[src/rtl/barrel_shift_pipe.sv]
// Pipelined, valid/ready flow-controlled barrel shifter: stage k applies a 2^k shift when shift_num[k]=1.
// Optional BSHIFT_PIPE_ERR_EN adds out_err, flagging results of pass-through ops 5..7.
module barrel_shift_pipe #(
  parameter int unsigned N     = 8,
  parameter int unsigned LOG2N = $clog2(N)
) (
  input  logic             clk,
  input  logic             rst,
  input  logic             in_valid,
  output logic             in_ready,
  input  logic [N-1:0]     data_in,
  input  logic [LOG2N-1:0] shift_num,
  input  logic [2:0]       op,
  output logic             out_valid,
  input  logic             out_ready,
  output logic [N-1:0]     data_out
`ifdef BSHIFT_PIPE_ERR_EN
  ,
  output logic             out_err
`endif
);

  typedef enum logic [2:0] {
    OP_LSR = 3'd0,
    OP_ASR = 3'd1,
    OP_LSL = 3'd2,
    OP_ROR = 3'd3,
    OP_ROL = 3'd4
  } op_e;

  logic [LOG2N-1:0]            vld_q, ld, src_vld;
  logic [LOG2N-1:0][N-1:0]     data_q, data_d;
  logic [LOG2N-1:0][2:0]       op_q, op_d;
  logic [LOG2N-1:0][LOG2N-1:0] sh_q, sh_d;
  logic                        room;
  logic                        unused_bits;

  function automatic logic [N-1:0] step(input logic [N-1:0] d, input logic [2:0] o,
                                        input int unsigned amt);
    logic [N-1:0] r;
    case (o)
      OP_LSR:  r = d >> amt;
      OP_ASR:  r = $signed(d) >>> amt;
      OP_LSL:  r = d << amt;
      OP_ROR:  r = (d >> amt) | (d << (N - amt));
      OP_ROL:  r = (d << amt) | (d >> (N - amt));
      default: r = d;
    endcase
    return r;
  endfunction

  // A stage may load if any stage at or after it is empty, or the output drains;
  // this collapses bubbles without a dedicated advance vector.
  always_comb begin
    room = out_ready;
    ld   = '0;
    for (int unsigned i = 0; i < LOG2N; i++) begin
      room              = room || !vld_q[LOG2N-1-i];
      ld[LOG2N-1-i]     = room;
    end
  end

  always_comb begin
    src_vld    = '0;
    data_d     = '0;
    op_d       = '0;
    sh_d       = '0;
    src_vld[0] = in_valid;
    op_d[0]    = op;
    sh_d[0]    = shift_num;
    data_d[0]  = shift_num[0] ? step(data_in, op, 1) : data_in;
    for (int unsigned k = 1; k < LOG2N; k++) begin
      src_vld[k] = vld_q[k-1];
      op_d[k]    = op_q[k-1];
      sh_d[k]    = sh_q[k-1];
      data_d[k]  = sh_q[k-1][k] ? step(data_q[k-1], op_q[k-1], 32'd1 << k) : data_q[k-1];
    end
  end

  always_ff @(posedge clk or posedge rst) begin
    if (rst) begin
      vld_q  <= '0;
      data_q <= '0;
      op_q   <= '0;
      sh_q   <= '0;
    end else begin
      for (int unsigned k = 0; k < LOG2N; k++) begin
        if (ld[k]) begin
          vld_q[k] <= src_vld[k];
          if (src_vld[k]) begin
            data_q[k] <= data_d[k];
            op_q[k]   <= op_d[k];
            sh_q[k]   <= sh_d[k];
          end
        end
      end
    end
  end

  assign in_ready  = ld[0];
  assign out_valid = vld_q[LOG2N-1];
  assign data_out  = data_q[LOG2N-1];

`ifdef BSHIFT_PIPE_ERR_EN
  assign out_err = vld_q[LOG2N-1] && (op_q[LOG2N-1] > 3'd4);
`endif

  // Consumed shift bits and the last stage's op are carried but not all read.
  assign unused_bits = ^{sh_q, op_q[LOG2N-1]};

endmodule
[config.mk]
export PLATFORM = sky130hd
export DESIGN_NAME = barrel_shift_pipe
export DESIGN_NICKNAME = d
export VERILOG_FILES = /design/src/rtl/barrel_shift_pipe.sv
export SDC_FILE = /design/constraint.sdc
export NUM_CORES = 1
export LEC_CHECK = 0
export CORE_UTILIZATION = 45
export CTS_CLUSTER_DIAMETER = 30
export DETAILED_ROUTE_END_ITERATION = 8
export PLACE_DENSITY = 0.64
export SETUP_SLACK_MARGIN = 0.4
export SYNTH_ARGS = -nofsm -noshare
export SYNTH_HDL_FRONTEND = slang
export SYNTH_SLANG_ARGS = --single-unit
export TNS_END_PERCENT = 100
[constraint.sdc]
create_clock -name clk -period 2.6 [get_ports clk]
set_input_delay 0.39 -clock clk [delete_from_list [all_inputs] [get_ports clk]]
set_output_delay 0.39 -clock clk [all_outputs]
set_load 0.05 [all_outputs]
==> key figures <==
Outcome
  • Outcome: completed

GRT
  • All-Layer GR Usage: 19.2%
  • Antenna violations before repair: 0
  • Gr ovfl total: 0
  • Number of global-route vias before repair: 1545
  • First-pass GRT wire length: 7.49 mm
  • Largest net degree at the start of global routing: 37

Route
  • 1st-iter DRT viols: 67
  • Final WL: 4.33 mm
  • Routed len/inst: 14.5 um
  • Residual DRC: 0
  • DR vias/cell: 5.67
  • Detail Route Antenna Nets: 0
  • Detailed-route via count: 1690
  • DRT Pass-1 Iters: 4

Synthesis
  • Post-synth top area cell: dfrtp_1
  • Number of synthesized register bits: 36
  • Top post-synthesis cells by area: dfrtp_1 43%, a22o_1 8.3%, a211oi_1 7.5%
  • Top-area cell type share of the netlist area: 42.8%
  • Synthesized area: 2100 um^2
  • Cell count after synthesis: 234
  • Unique masters post-synth: 32
  • Yosys warnings: 0
  • Register area share after synthesis: 42.8%
  • Mean Syn Cell Area: 8.99 um^2
  • Post-synthesis net count: 252

Pwr
  • Power Internal: 1.27 mW
  • Clock share of power: 20.3%
  • Leakage: 0.964 nW
  • Sw Ratio: 39.2%
  • Comb power frac: 38.3%
  • NetSw: 0.822 mW
  • Register share of total power: 41.4%
  • Total power: 2.09 mW
  • Pwr dens: 868 nW/um^2
  • Largest vdd supply drop: 337 uV

Clock network
  • CTS Sinks: 36
  • Post-CTS setup buffers: 0
  • CTS max path bufs: 2
  • CTS Buf Count: 5
  • Root buf cell: clkbuf_8
  • Post_cts resized: 0
  • Reg clk slew, reported paths: 70 ps
  • CTS H-tree lvls: 2
  • CTS Hold Bufs: 0
  • Worst-skew pair later-pin latency: 290 ps
  • CTS tree: done

Finish
  • Antenna diode count: 0
  • Multi-input gate area: 1050 um^2
  • Commonest non-fill, non-tap cell in the layout: dfrtp_1
  • Area delta synth->final: 14.8%
  • Seq. cell area: 901 um^2
  • Final instance area: 2410 um^2
  • Fraction of layout cells with a size suffix above 1: 6.91%
  • Most frequent cells in the layout: 36 x dfrtp_1, 26 x clkdlybuf4s50_1, 25 x nor2_1
  • Post-Layout Cell Count: 298
  • Finished Core Util: 54.7%
  • Number of fill cells in the layout: 429
  • Fin nets: 264

Setup path
  • CP Max Fanout: 4
  • Kind of cell adding the most delay to the critical path: buffers and inverters
  • Critical Path Max Stage Delay: 820 ps
  • Required time worst endpoint: 2210 ps
  • Register-to-register setup slack: 970 ps
  • Crit path kind: register to output port
  • Crit path max-delay cell type: clkdlybuf4s50_1
  • CP startpoint kind: register
  • RR Startpoint: op_d[5]
  • Critical Path AT: 1500 ps
  • Buffer and inverter count on the worst path: 1
  • Critical-path cell list: clkdlybuf4s50_1
  • RR Endpoint: data_q[12]
  • Endpoint class of the critical path: output port
  • Worst r2r path cells: 4

Worst hold path
  • Hold Crit Start: data_out[2]
  • Hold Path Class: register to register
  • Hold Path Sink: data_out[2]
  • Hold Path Stages: 2

Timing
  • Max-slew headroom: 56.6%
  • Part of the cycle the worst path needs: 72.8%
  • Final setup vio count: 0
  • Final min period: 1890 ps
  • Fmax: 528 MHz
  • Slew Viols, Final: 0
  • Final clock skew: 7.39 ps
  • RSZ-0062 raised after global routing: false
  • Hold Fails Final Rpt: 0
  • Worst Max-Slew Pin Slew: 649 ps
  • Setup TNS: 0 ps

Place
  • DP HPWL: 3.15 mm
  • Inst Count DP: 291
  • Final RePlAce weighted congestion: 0.867
  • Post-DP Area: 2320 um^2
  • Port bufs: 27

Run
  • Max-Cap Viols: 0

Floorplan
  • Num rows: 24
  • Die Y-Extent: 70.4 um
  • Initial Utilization: 47.6%
  • Placeable Area: 4410 um^2
  • Top-level port count: 28
  • Die width: 70.4 um
  • Die area: 4950 um^2
-- metal layers --
metal  part of all wire [%]  vias up  global-route usage [%]
li1                       -      883                       -
met1                     50      768                    26.5
met2                     46       32                    30.4
met3                    2.7        7                    3.61
met4                    1.7        0                    6.00
met5                      0        -                       0
-- registers in the layout, indices dropped and copies added, names as in the netlist --
register and count:
op_d 6, sh_d 3, data_out 8, data_q 16, vld_q 3
-- power by group through the flow --
stage          Sequential [mW]  Combinational (mW)  Clock, mW
4_1_cts                  0.867               0.810      0.432
5_1_grt                  0.895               0.876      0.451
6_report                 0.866               0.803      0.425
3_5_place_dp             0.880               0.807          0
3_3_place_gp             0.876               0.803          0
2_1_floorplan            0.807               0.717          0
-- cells by family (layout without fill, tap and decap cells) --
logic type | Yosys count | after routing | share of synthesized area (%)
AND/OR/NAND/NOR | 54 | 54 | 12.1
flip-flops | 36 | 36 | 42.8
AO/OA/AOI/OAI | 106 | 106 | 33.4
multiplexers | 8 | 8 | 4.22
buffers and inverters | 30 | 42 | 7.44
-- cells in the mapped netlist (all sizes together) --
library cell   n
nand3b         2
nor2b          1
and2           1
a22oi          4
o21a           1
o21ai         28
nand2b        10
nor2          25
nand2         11
a22o          20
o2111ai        1
mux2i          1
buf           17
clkbuf         7
a21oi         24
o31ai          2
or3            1
mux2           7
a211o          2
a211oi        21
dfrtp         36
nor3           2
o211ai         3
nand4b         1
inv            6
-- worst max path at each step --
stage	from	endpoint	slack, ps	depth (start not counted)
3_5_place_dp	op[2]	data_q[6]	520	5
6_report	vld_q[2]	out_valid	710	1
2_1_floorplan	vld_q[2]	data_q[0]	460	5
5_1_grt	op[2]	data_q[4]	620	5
3_3_place_gp	op[2]	data_q[6]	540	5
4_1_cts	vld_q[2]	out_valid	700	1
-- cell type report --
type / count / share of cell area, %
clock buffer: 7 / 3.99
inverter: 6 / 0.933
multi-input combinational: 168 / 43.3
sequential: 36 / 37.3
tap: 52 / 2.70
timing repair buffer: 29 / 11.7
-- through the flow --
step                      worst slack, ps  hold slack, ps
after floorplan                       458             454
after global placement                542             469
after detailed placement              522             472
after CTS                             702             490
after global routing                  618             521
final                                 706             483
No activity file was read; power rests on OpenSTA's default activity.
